<file path="src/rtl/jt6295_pkg.sv">
// Shared constants for the jt6295 sample-ROM server: ROM address width, FSM encodings,
// and the memory-width to byte-select-width helper.
package jt6295_pkg;

   localparam int ROM_AW = 18;

   localparam logic [1:0] ST_IDLE = 2'd0;
   localparam logic [1:0] ST_WAIT = 2'd1;
   localparam logic [1:0] ST_PREF = 2'd2;

   function automatic int bsel_w(input int mw);
      return $clog2(mw / 8);
   endfunction

endpackage

</file>
<file path="src/rtl/jt6295_rom_line.sv">
// One buffered memory word: tag/valid/data registers, hit comparator and byte mux.
// Invalidate has priority over a write in the same cycle.
module jt6295_rom_line
   import jt6295_pkg::*;
#(
   parameter int MW  = 32,
   parameter int MAW = 16,
   parameter int SW  = bsel_w(MW)
) (
   input  logic           rst,
   input  logic           clk,
   input  logic           clr,
   input  logic           wr,
   input  logic [MAW-1:0] wr_tag,
   input  logic [MW-1:0]  wr_data,
   input  logic [MAW-1:0] rd_tag,
   input  logic [SW-1:0]  rd_sel,
   output logic           hit,
   output logic [7:0]     rd_byte
);

   logic           valid;
   logic [MAW-1:0] tag;
   logic [MW-1:0]  data;

   always_ff @(posedge clk or posedge rst) begin
      if (rst) begin
         valid <= 1'b0;
         tag   <= '0;
         data  <= '0;
      end else if (clr) begin
         valid <= 1'b0;
      end else if (wr) begin
         valid <= 1'b1;
         tag   <= wr_tag;
         data  <= wr_data;
      end
   end

   assign hit     = valid && (tag == rd_tag);
   assign rd_byte = data[{rd_sel, 3'b000} +: 8];

endmodule

</file>
<file path="src/rtl/jt6295_rom_server.sv">
// Byte-wide ROM responder for jt6295 backed by a wider req/ack memory through a line buffer.
// JT6295_ROM_PREFETCH_EN: two lines plus a next-word prefetch after every demand fill.
module jt6295_rom_server
   import jt6295_pkg::*;
#(
   parameter int MW  = 32,
   parameter int MAW = ROM_AW - bsel_w(MW)
) (
   input  logic              rst,
   input  logic              clk,
   input  logic              inv,
   input  logic [ROM_AW-1:0] rom_addr,
   output logic [7:0]        rom_data,
   output logic              rom_ok,
   output logic [MAW-1:0]    mem_addr,
   output logic              mem_req,
   input  logic              mem_ack,
   input  logic [MW-1:0]     mem_data
);

   localparam int SW = bsel_w(MW);
`ifdef JT6295_ROM_PREFETCH_EN
   localparam int NE = 2;
`else
   localparam int NE = 1;
`endif

   logic [MAW-1:0]    cur_tag;
   logic [SW-1:0]     cur_sel;
   logic [NE-1:0]     hit;
   logic [NE-1:0]     wr;
   logic [7:0]        byte_q [NE];
   logic [7:0]        sel_byte;
   logic              any_hit;
   logic              fill;
   logic              discard;
   logic [1:0]        st;
   logic [ROM_AW-1:0] addr_l;
   logic              ok_r;

   assign cur_tag = rom_addr[ROM_AW-1:SW];
   assign cur_sel = rom_addr[SW-1:0];
   assign any_hit = |hit;

   // A word returning after an invalidate (or with one) must never land in a line.
   assign fill = mem_ack && (st != ST_IDLE) && !discard && !inv;

   for (genvar g = 0; g < NE; g++) begin : g_line
      jt6295_rom_line #(.MW(MW), .MAW(MAW), .SW(SW)) u_line (
         .rst     (rst),
         .clk     (clk),
         .clr     (inv),
         .wr      (wr[g]),
         .wr_tag  (mem_addr),
         .wr_data (mem_data),
         .rd_tag  (cur_tag),
         .rd_sel  (cur_sel),
         .hit     (hit[g]),
         .rd_byte (byte_q[g])
      );
   end

   always_comb begin
      sel_byte = byte_q[0];
      for (int i = 0; i < NE; i++) begin
         if (hit[i]) sel_byte = byte_q[i];
      end
   end

   always_ff @(posedge clk or posedge rst) begin
      if (rst) begin
         addr_l   <= '0;
         ok_r     <= 1'b0;
         rom_data <= 8'h00;
      end else begin
         addr_l <= rom_addr;
         ok_r   <= any_hit && !inv;
         if (any_hit) rom_data <= sel_byte;
      end
   end

   // ok_r belongs to addr_l; it must not leak onto a different address.
   assign rom_ok = ok_r && (rom_addr == addr_l);

`ifdef JT6295_ROM_PREFETCH_EN
   logic victim;
   logic last_hit;
   logic pf_pend;

   assign wr = fill ? (victim ? 2'b10 : 2'b01) : 2'b00;

   always_ff @(posedge clk or posedge rst) begin
      if (rst) begin
         last_hit <= 1'b0;
      end else if (any_hit) begin
         last_hit <= hit[1];
      end
   end
`else
   assign wr = fill;
`endif

   always_ff @(posedge clk or posedge rst) begin
      if (rst) begin
         st       <= ST_IDLE;
         mem_req  <= 1'b0;
         mem_addr <= '0;
         discard  <= 1'b0;
`ifdef JT6295_ROM_PREFETCH_EN
         victim   <= 1'b0;
         pf_pend  <= 1'b0;
`endif
      end else begin
         case (st)
            ST_IDLE: begin
               if (!any_hit) begin
                  mem_addr <= cur_tag;
                  mem_req  <= 1'b1;
                  discard  <= 1'b0;
                  st       <= ST_WAIT;
`ifdef JT6295_ROM_PREFETCH_EN
                  victim   <= ~last_hit;
                  pf_pend  <= 1'b0;
               end else if (pf_pend && !inv) begin
                  // mem_addr still holds the word just filled; fetch its successor
                  mem_addr <= mem_addr + 1'b1;
                  mem_req  <= 1'b1;
                  discard  <= 1'b0;
                  victim   <= ~victim;
                  pf_pend  <= 1'b0;
                  st       <= ST_PREF;
               end else if (inv) begin
                  pf_pend  <= 1'b0;
`endif
               end
            end
            ST_WAIT, ST_PREF: begin
               if (inv) discard <= 1'b1;
               if (mem_ack) begin
                  mem_req <= 1'b0;
                  st      <= ST_IDLE;
`ifdef JT6295_ROM_PREFETCH_EN
                  if (st == ST_WAIT && fill) pf_pend <= 1'b1;
`endif
               end
            end
            default: begin
               st      <= ST_IDLE;
               mem_req <= 1'b0;
            end
         endcase
      end
   end

endmodule

</file>
<file path="config.mk">
export PLATFORM = sky130hd
export DESIGN_NAME = jt6295_rom_server
export DESIGN_NICKNAME = d
export VERILOG_FILES = /design/src/rtl/jt6295_pkg.sv /design/src/rtl/jt6295_rom_line.sv /design/src/rtl/jt6295_rom_server.sv
export SDC_FILE = /design/constraint.sdc
export NUM_CORES = 1
export LEC_CHECK = 0
export ABC_AREA = 1
export CAP_MARGIN = 20
export CORE_UTILIZATION = 50
export DETAILED_ROUTE_END_ITERATION = 8
export GPL_TIMING_DRIVEN = 1
export PLACE_DENSITY_LB_ADDON = 0.05
export SLEW_MARGIN = 20
export SYNTH_ARGS = -nofsm -noshare
export SYNTH_HDL_FRONTEND = slang
export SYNTH_SLANG_ARGS = --single-unit
</file>
<file path="constraint.sdc">
create_clock -name clk -period 4.9 [get_ports clk]
set_input_delay 0.735 -clock clk [delete_from_list [all_inputs] [get_ports clk]]
set_output_delay 0.735 -clock clk [all_outputs]
set_load 0.05 [all_outputs]
</file>
## After elaboration in Yosys (flattened, before gate mapping)

Index checks and enable logic that the tools add are counted.

| word-level totals | value |
|---|---|
| bits in registers | 96 |
| input bits | 54 |
| output and inout port bits | 26 |
| word-level logic and storage cells | 48 |

| cells by class | value |
|---|---|
| equality and inequality tests | 7 |
| shifts and indexed selects | 1 |
| multiplexer cells | 11 |
| bitwise operators | 2 |
| reduce and logical (&&, ||, !) cells | 17 |

Operators by type and width:

| cell | count |
|---|---|
| $shiftx A32 B6 Y8 | 1 |
| $eq A18 B18 Y1 | 1 |
| $eq A16 B16 Y1 | 1 |
| $logic_and A1 B1 Y1 | 6 |
| $mux W1 | 6 |
| $ne A2 B2 Y1 const B | 3 |
| $reduce_and A2 Y1 | 3 |
| $reduce_bool A2 Y1 | 3 |
| $mux W2 | 2 |
| $pmux W1 S2 | 2 |
| $pmux W2 S2 | 1 |
| $reduce_and A3 Y1 | 1 |
| $eq A2 B1 Y1 const B | 1 |
| $eq A2 B2 Y1 const B | 1 |
| $logic_not A1 Y1 | 2 |
| $logic_not A2 Y1 | 1 |
| $not A1 Y1 | 2 |
| $reduce_or A2 Y1 | 1 |

## Depth between registers and ports, before layout

Gate-level depths: netlist (run 1).

| logic depth | value |
|---|---|
| depth in word-level cells | 6 |
| depth in mapped cells | 11 |
| gate-level depth less buffers | 10 |

## Cells and area by module

A second synthesis (run 1) with hierarchy kept.

| unflattened totals | value |
|---|---|
| cells, all modules | 451 |
| area, all modules | 4262.8 um2 |

Modules (own cells, without submodules):

| module | times used | cells each | area an instance (um2) | sequential area each (um2) |
|---|---|---|---|---|
| jt6295_rom_line | 1 | 237 | 2374.8 | 1226.2 |
| jt6295_rom_server | 1 | 214 | 1888.1 | 1126.1 |

## Least setup slack after synthesis (run 1)

Ideal clock, no wire load.

| path | value |
|---|---|
| kind | input to output |
| start point | in rom_addr[0] |
| end point | out rom_ok |
| arrival | 2.092 ns |
| required time | 4.165 ns |
| slack | 2.073 ns |
| stages on the path | 6 |
| buffers on the path | 2 |
| path through | buf_2 clkbuf_1 o211ai_1 nor3_1 nand3_1 nor2_1 |

| on the way | value |
|---|---|
| cells in the longest elaborated chain, start to end | 2 |

RTL lines:

| element | line | RTL |
|---|---|---|
| from (decl) | jt6295_rom_server.sv:12 | `input logic [ROM_AW-1:0] rom_addr,` |
| $eq A18 B18 Y1 | jt6295_rom_server.sv:83 | `assign rom_ok = ok_r && (rom_addr == addr_l);` |
| $logic_and A1 B1 Y1 | jt6295_rom_server.sv:83 |  |
| to (decl) | jt6295_rom_server.sv:14 | `output logic rom_ok,` |

Every way passes these cells.

## Worst setup path in the final report (run 1)

| path | value |
|---|---|
| start point | in rom_addr[1] |
| end point | out rom_ok |

Same word-level chain as after synthesis.

==> results.toml, run 1 <==
[outcome]
status = "finished, final reports clean"

[floorplan]
die_area_mm2 = 0.00883
ioPinCount = 80
rows = 33
fp.dieH_um = 94.0
fp.coreArea_mm2 = 0.00822
die_x_um = 94.0
initial_core_util = 0.515

[timing]
worstMarginPinSlew_ns = 0.949
setup_violations = 0
fin_crit_sh = 0.740
fin_crit_ns = 3.62
clock_skew_ns = 0.0125
slew_headroom = 0.365
setup_tns_ns = 0
rsz0062_at_grt = "no"
finalMaxSlewViolations = 0
finalHoldViolations = 0
max_freq_ghz = 0.276

[place]
dp.cells = 644
gp_congestion = 0.895
dp_hpwl_mm = 6.82
portBuffers = 79

[detailed_routing]
ant_nets = 0
drt_iter0_markers = 174
drc = 0
drt_pass1_iterations = 5
detail_route.wl_per_cell_um = 14.8
wl_mm = 9.78
via_per_inst = 5.14
num_vias = 3392

[clocking]
cts_resized = 0
clk_pin_slew_ns = 0.09
ctsHtreeMaxLevel = 3
cts_buffers = 9
cts_tree = "built"
root_buffer = "clkbuf_8"
clk_path_buf_depth = 2
hold_buffers = 0
insertion_delay_ns = 0.36
cts_sinks = 94
cts_setup_buffers = 0

[layout]
instances_no_fill = 660
area_growth_pct = 26.1
drive_gt1_frac = 0.0973
diodes = 0
fin_nets = 604

[critical_path]
cp.depth = 8
critical_path.max_stage_delay_ns = 0.82
reg2reg_depth = 5
critPathSlowestCell = "clkdlybuf4s50_1"
cp_num_buf_inv = 4
worst-path-max-fanout = 18
crit_chain = "clkdlybuf4s50_1 > buf_4 > inv_1 > a22o_1 > nor3_1 > nand2_1 > nor2_1 > clkdlybuf4s50_1"
arrival_ns = 2.89
required_ns = 4.16
critPathTopFamily = "buffers and inverters"
crit_type = "primary input to output port"
critPathMostFrequentCell = "clkdlybuf4s50_1"
critPathLaunchType = "primary input"
end_kind = "output port"

[synthesis]
ys_types = 29
synth_xor_area_frac = 0.0145
synth_seq_cells = 94
yosys.area.top_type = "dfrtp_1"
avgSynthCellArea_um2 = 8.92
synth_seq_area_share = 0.556
syn-instance-count = 474
synth_nets = 528
synth-compound-area-share = 0.0891
yosysWarningCount = 0
yosys.area_share.adder = 0
synth-simple-area-share = 0.190
synth.cell_area_mm2 = 0.00423
netlist_top_cells_area = "dfrtp_1, nand2_1, mux2_2"
synth_top_area_share = 0.556
synth_top_family_by_area = "simple AND/OR/NAND/NOR gates"
synth_mux_area_frac = 0.0719

[grt]
grt_first_pass_wirelength_mm = 16.3
grt_max_degree = 53
grt_overflow_total = 0
first_global_vias = 3326
grt_use_total = 0.248
antenna_found_initial = 0

[flow_run]
maxCapViolCount = 0

[power_and_ir_drop]
p_leak_nw = 2.63
ir_drop_mv = 0.250
powerDensity_mw_per_mm2 = 540

[min_path]
min_path_type = "flip-flop to flip-flop"
min_path_cells = 2
-- where the power goes --
group | internal [mW] | leakage (nW) | switching (mW)
clock | 0.315 | 0.116 | 0.269
combinational | 0.418 | 1.43 | 0.668
sequential | 1.05 | 1.08 | 0.154
total | 1.79 | 2.63 | 1.09
-- cell usage after synthesis --
cell and count:
nand3_1 23, o21ai_0 33, nand2_4 1, buf_6 2, xnor2_1 4, o22ai_1 2
clkbuf_1 6, dfrtp_1 94, nand2_1 96, xor2_1 3, nor2_2 2, mux2_2 27
clkinv_1 1, o21ai_1 1, inv_1 60, buf_1 1, nor2_1 58, nor3_1 6
o211ai_1 1, nand3b_1 1, nand3_4 1, o221ai_1 1, a21oi_1 32, buf_2 9
a22o_1 1, nand4_1 4, o2111ai_1 1, inv_2 2, nor3b_1 1
-- worst min-delay path, cell delays in order, from the launching register on --
cell	delay, ns
dfrtp_1	0.37
nand2_1	0.06
nand2_1	0.05
-- path summary, 6_finish.rpt --
| check | start | to | slack [ns] |
|---|---|---|---|
| worst max register to register | st[0]$_DFFE_PP0P_ | g_line[0].u_line.data[22]$_DFFE_PP0P_ | 2.28 |
| worst max-delay path | rom_addr[1] | rom_ok | 1.28 |
| min in group asynchronous | rst | addr_l[17]$_DFF_PP0_ | 0.82 |
| worst min register to register | mem_addr[14]$_DFFE_PP0P_ | mem_addr[14]$_DFFE_PP0P_ | 0.50 |
| max in group asynchronous | rst | addr_l[14]$_DFF_PP0_ | 2.97 |
| worst min-delay path | mem_addr[14]$_DFFE_PP0P_ | mem_addr[14]$_DFFE_PP0P_ | 0.50 |
-- placed cells by master (no fill, tap or decap) --
master / n
nand2_4: 1
nand3_1: 23
inv_1: 59
o2111ai_1: 1
xor2_1: 3
bufinv_16: 2
clkinv_2: 2
dfrtp_1: 94
clkdlybuf4s50_1: 79
xnor2_1: 4
nand3b_1: 1
nor3b_1: 1
a21oi_1: 32
nand2_1: 96
nor2_2: 2
mux2_2: 27
o21ai_0: 33
clkinv_4: 1
inv_2: 2
o221ai_1: 1
a22o_1: 1
nor2_1: 58
o22ai_1: 2
o211ai_1: 1
o21ai_1: 1
buf_4: 3
clkinvlp_4: 1
clkbuf_8: 11
buf_12: 1
clkinv_1: 1
nor3_1: 6
nand3_4: 1
nand4_1: 4
-- registers in the layout, summed over array words and instances (netlist names) --
signal	count
g_line.u_line.data	32
addr_l	18
g_line.u_line.tag	16
mem_addr	16
rom_data	8
discard	1
g_line.u_line.valid	1
ok_r	1
st	1
-- metal layers --
metal	wire length [um]	vias up	GRT usage
met5	0	-	0
met4	345	0	0.118
met3	519	26	0.0453
met2	4410	107	0.379
met1	4510	1599	0.341
li1	-	1660	-
-- per-stage QoR --
step / power (mW) / setup WS [ns] / util / cell area [um2] / hold WS [ns]
3_5_place_dp: 2.31 / 1.28 / 0.621 / 5100 / 0.488
6_report: 2.88 / 1.28 / 0.649 / 5330 / 0.503
2_1_floorplan: 1.96 / 1.72 / - / 4230 / 0.474
4_1_cts: 2.90 / 1.27 / 0.649 / 5330 / 0.508
3_3_place_gp: 2.29 / 1.31 / 0.621 / 5100 / 0.482
5_1_grt: 3.07 / 1.17 / 0.649 / 5330 / 0.513
-- cell type report --
cell class	count	area, um2
clock buffer	11	151
inverter	63	238
timing repair buffer	83	833
clock inverter	5	81.3
fill	731	2880
tap	105	131
sequential	94	2350
multi-input combinational	299	1550
-- kinds of logic (layout without fill, tap and decap cells) --
logic type      count (synthesis)  in the layout
xor+xnor                        7              7
buf+inv                        81            162
flops                          94             94
compound gates                 72             72
simple gates                  193            193
mux                            27             27
Power figures use the tool's default switching activity.
==> run 2: changes to the inputs <==
CORE_UTILIZATION = 47   (was 50)
clock period = 2.9 ns   (was 4.9 ns; I/O delays follow)
==> run 2 against run 1 <==
Compared with the run above:
- critical endpoint unchanged
- first-iteration DRC count shrank 33%
- worst hold slack lost 0.084 ns
- clock power grew 55%
- sequential share of layout area shrank 0.27 points
==> results.toml, run 2 (same netlist as run 1, synthesis figures left out) <==
[floorplan]
die_x_um = 96.9
fp.dieH_um = 96.9
die_area_mm2 = 0.00938
initial_core_util = 0.485
rows = 34
ioPinCount = 80
fp.coreArea_mm2 = 0.00872

[power_and_ir_drop]
powerDensity_mw_per_mm2 = 891
ir_drop_mv = 0.425
p_leak_nw = 2.64

[critical_path]
critPathLaunchType = "primary input"
ff2ff_setup_slack_ns = 1.16
reg2reg_depth = 7
r2r_end = "rom_data[3]$_DFFE_PP0P_"
worstSetupStartpoint = "rom_addr[2]"
end_kind = "output port"
arrival_ns = 2.02
required_ns = 2.47
worst-path-max-fanout = 5
crit_type = "primary input to output port"
reg2reg_from = "g_line[0].u_line.tag[8]$_DFFE_PP0P_"

[layout]
diodes = 0
final_cell_mix = "nand2_1, dfrtp_1, clkdlybuf4s50_1"
largestRegisters = "g_line.u_line.data (32), addr_l (18)"
area_growth_pct = 26.9
regMostFlops = "g_line.u_line.data"
instances_no_fill = 667
largest_register_ffs = 32
drive_gt1_frac = 0.104
final_common_cell = "nand2_1"
fin_nets = 608
fin_util = 0.615

[place]
dp_hpwl_mm = 6.90
pre_cts_slack_ns = 0.475
portBuffers = 79
dp.cells = 651
gp_congestion = 0.914

[detailed_routing]
wl_mm = 9.80
met2_length_mm = 5.13
met3_length_um = 335
drc = 0
drt_pass1_iterations = 4
top_layer = "met4"
wl_met1_mm = 4.12
via_per_inst = 5.03
detail_route.wl_per_cell_um = 14.7
ant_nets = 0
num_vias = 3353
drt_iter0_markers = 116

[clocking]
root_buffer = "clkbuf_8"
cts_buffers = 9
cts_sinks = 94
ctsHtreeMaxLevel = 3
clk_pin_slew_ns = 0.09
insertion_delay_ns = 0.36
cts_resized = 0
cts_setup_buffers = 0
cts_tree = "built"
hold_buffers = 0
clk_path_buf_depth = 2

[flow_run]
maxCapViolCount = 0

[grt]
grt_overflow_total = 0
grt_use_total = 0.222
antenna_found_initial = 0
first_global_vias = 3377
grt_max_degree = 71
grt_first_pass_wirelength_mm = 16.2

[timing]
fin_crit_sh = 0.847
setup_violations = 0
clock_skew_ns = 0.00958
rsz0062_at_grt = "no"
finalMaxSlewViolations = 0
worstMarginPinSlew_ns = 0.520
holdWs_ns = 0.419
fin_crit_ns = 2.46
max_freq_ghz = 0.407
setup_tns_ns = 0
setup_slack_ns = 0.445
finalHoldViolations = 0
slew_headroom = 0.653

[min_path]
min_path_type = "primary input to asynchronous set/reset pin"

[outcome]
status = "finished, final reports clean"
run 2: per-layer routing:
metal	global-route usage	vias to the layer above
met2	0.395	76
met3	0.0527	16
met4	0.0850	0
met5	0	-
met1	0.256	1596
li1	-	1665
run 2: area by class of cell:
type	instances	area, um2
Clock buffer	12	155
Tap cell	108	135
Clock inverter	4	53.8
Multi-Input combinational cell	299	1550
Fill cell	782	3350
Inverter	63	238
Sequential cell	94	2350
Timing Repair Buffer	87	886
run 2: worst max path at each step:
| stage | to | cells past startpoint |
|---|---|---|
| 4_1_cts | rom_ok | 7 |
| 3_5_place_dp | rom_ok | 7 |
| 5_1_grt | rom_ok | 7 |
| 2_1_floorplan | addr_l[0]$_DFF_PP0_ | 1 |
| 3_3_place_gp | rom_ok | 7 |
| 6_report | rom_ok | 7 |
run 2: stage by stage:
step / cell area, um2 / power (mW)
finish: 5370 / 4.78
CTS: 5370 / 4.83
global route: 5370 / 5.09
global placement: 5160 / 3.88
floorplan: 4230 / 3.31
detailed placement: 5160 / 3.92
run 2: where the power goes:
group	total [mW]	switching [mW]	internal, mW
registers	2.05	0.264	1.78
logic	1.83	1.11	0.718
clock network	0.906	0.457	0.449
run 2: critical path, cell delays in order:
cell,delay [ns]
clkdlybuf4s50_1,0.54
inv_1,0.11
a22o_1,0.21
nor3_1,0.24
nand2_1,0.08
nor2_1,0.22
buf_12,0.17
==> run 3: changes to the inputs <==
CORE_UTILIZATION = 50   (was 47)
clock period = 2.4 ns   (was 2.9 ns; I/O delays follow)
==> run 3 against run 2 <==
Compared with the run above:
- final area rose by 1.9%
- non-clock buffer count rose by 6
- worst setup slack got worse by 0.31 ns
- worst hold slack got worse by 0.070 ns
- register-to-register slack got worse by 0.41 ns
- first-iteration DRC count rose by 40%
==> results.toml, run 3 (same netlist as run 1, synthesis figures left out) <==
[timing]
fin_crit_ns = 2.27
rsz0062_at_grt = "no"
setup_violations = 0
slew_headroom = 0.659
clock_skew_ns = 0.0104
setup_tns_ns = 0
finalMaxSlewViolations = 0
max_freq_ghz = 0.441
holdWs_ns = 0.349
finalHoldViolations = 0
worstMarginPinSlew_ns = 0.511
fin_crit_sh = 0.945

[layout]
final_area_mm2 = 0.00547
drive_gt1_frac = 0.112
largestRegisters = "g_line.u_line.data (32), addr_l (18)"
diodes = 0
regMostFlops = "g_line.u_line.data"
n_fill_cell = 685
fin_util = 0.665
final_cell_mix = "nand2_1, dfrtp_1, clkdlybuf4s50_1"
fin_nets = 614
final_common_cell = "nand2_1"
area_growth_pct = 29.3
largest_register_ffs = 32

[critical_path]
reg2reg_depth = 7
end_kind = "output port"
crit_type = "primary input to output port"
reg2reg_from = "g_line[0].u_line.tag[8]$_DFFE_PP0P_"
worst-path-max-fanout = 6
critPathLaunchType = "primary input"
r2r_end = "rom_data[0]$_DFFE_PP0P_"
ff2ff_setup_slack_ns = 0.75
required_ns = 2.04
arrival_ns = 1.91

[grt]
first_global_vias = 3342
grt_use_total = 0.250
grt_overflow_total = 0
grt_first_pass_wirelength_mm = 16.6
grt_max_degree = 57
antenna_found_initial = 0

[place]
gp_congestion = 0.841
placed_area_mm2 = 0.00521
portBuffers = 79
dp_hpwl_mm = 7.04

[floorplan]
initial_core_util = 0.515
ioPinCount = 80
die_area_mm2 = 0.00883
fp.coreArea_mm2 = 0.00822
die_x_um = 94.0
fp.dieH_um = 94.0
rows = 33

[clocking]
clk_pin_slew_ns = 0.09
clk_path_buf_depth = 2
cts_buffers = 9
cts_setup_buffers = 0
ctsHtreeMaxLevel = 3
hold_buffers = 0
cts_tree = "built"
insertion_delay_ns = 0.35
root_buffer = "clkbuf_8"
cts_sinks = 94

[outcome]
status = "finished, final reports clean"

[power_and_ir_drop]
power.total_mw = 6.05
powerDensity_mw_per_mm2 = 1110
p_leak_nw = 2.69
ir_drop_mv = 0.563

[detailed_routing]
drt_pass1_iterations = 4
detail_route.wl_per_cell_um = 14.8
via_per_inst = 5.05
num_vias = 3381
ant_nets = 0
wl_mm = 9.87
drc = 0
drt_iter0_markers = 162

[min_path]
min_path_type = "primary input to asynchronous set/reset pin"

[flow_run]
maxCapViolCount = 0
## run 3: how the worst max path moves through the flow
stage	startpoint	to	slack [ns]	depth (start not counted)
final	rom_addr[17]	rom_ok	0.13	7
after global routing	rom_addr[17]	rom_ok	0.04	7
after CTS	rom_addr[17]	rom_ok	0.08	7
after detailed placement	rom_addr[17]	rom_ok	0.09	7
after global placement	rom_addr[17]	rom_ok	0.12	7
after floorplan	rom_addr[0]	rom_ok	0.32	6
## run 3: cell type report
type / instances / area, um2 / share of cell area
well taps: 105 / 131 / 0.0240
flip-flops and latches: 94 / 2350 / 0.430
inverters: 63 / 240 / 0.0439
multi-input cells: 299 / 1550 / 0.283
clock buffers: 11 / 131 / 0.0240
repair buffers: 93 / 943 / 0.173
clock inverters: 4 / 120 / 0.0220
## run 3: layer usage
metal / routed length (um) / global-route usage / vias to the layer above
met5: 0 / 0 / -
met4: 155 / 0.0846 / 0
met3: 533 / 0.0380 / 17
met2: 4470 / 0.374 / 84
met1: 4710 / 0.370 / 1607
li1: - / - / 1673
## run 3: worst max-delay path, stage by stage
cell and delay [ns]:
clkdlybuf4s50_1 0.62, xnor2_1 0.17, nand3_1 0.09, nor3_1 0.23, nand3_1 0.13, nor2_2 0.16
buf_12 0.15
## run 3: what timing repair did
item	in CTS	in global routing
resized for setup	0	1
hold endpoints to repair	0	0
setup endpoints to repair	0	1
## run 3: report_power, final
group | leakage, nW | total [mW] | switching (mW) | internal (mW)
logic | 1.49 | 2.24 | 1.36 | 0.882
registers | 1.08 | 2.47 | 0.319 | 2.15
clock network | 0.124 | 1.33 | 0.536 | 0.794
## run 3: per-stage QoR
step	setup WS (ns)	instances
after floorplan	0.323	474
after global placement	0.118	654
after detailed placement	0.0909	654
after CTS	0.0804	669
after global routing	0.0371	669
final	0.133	669
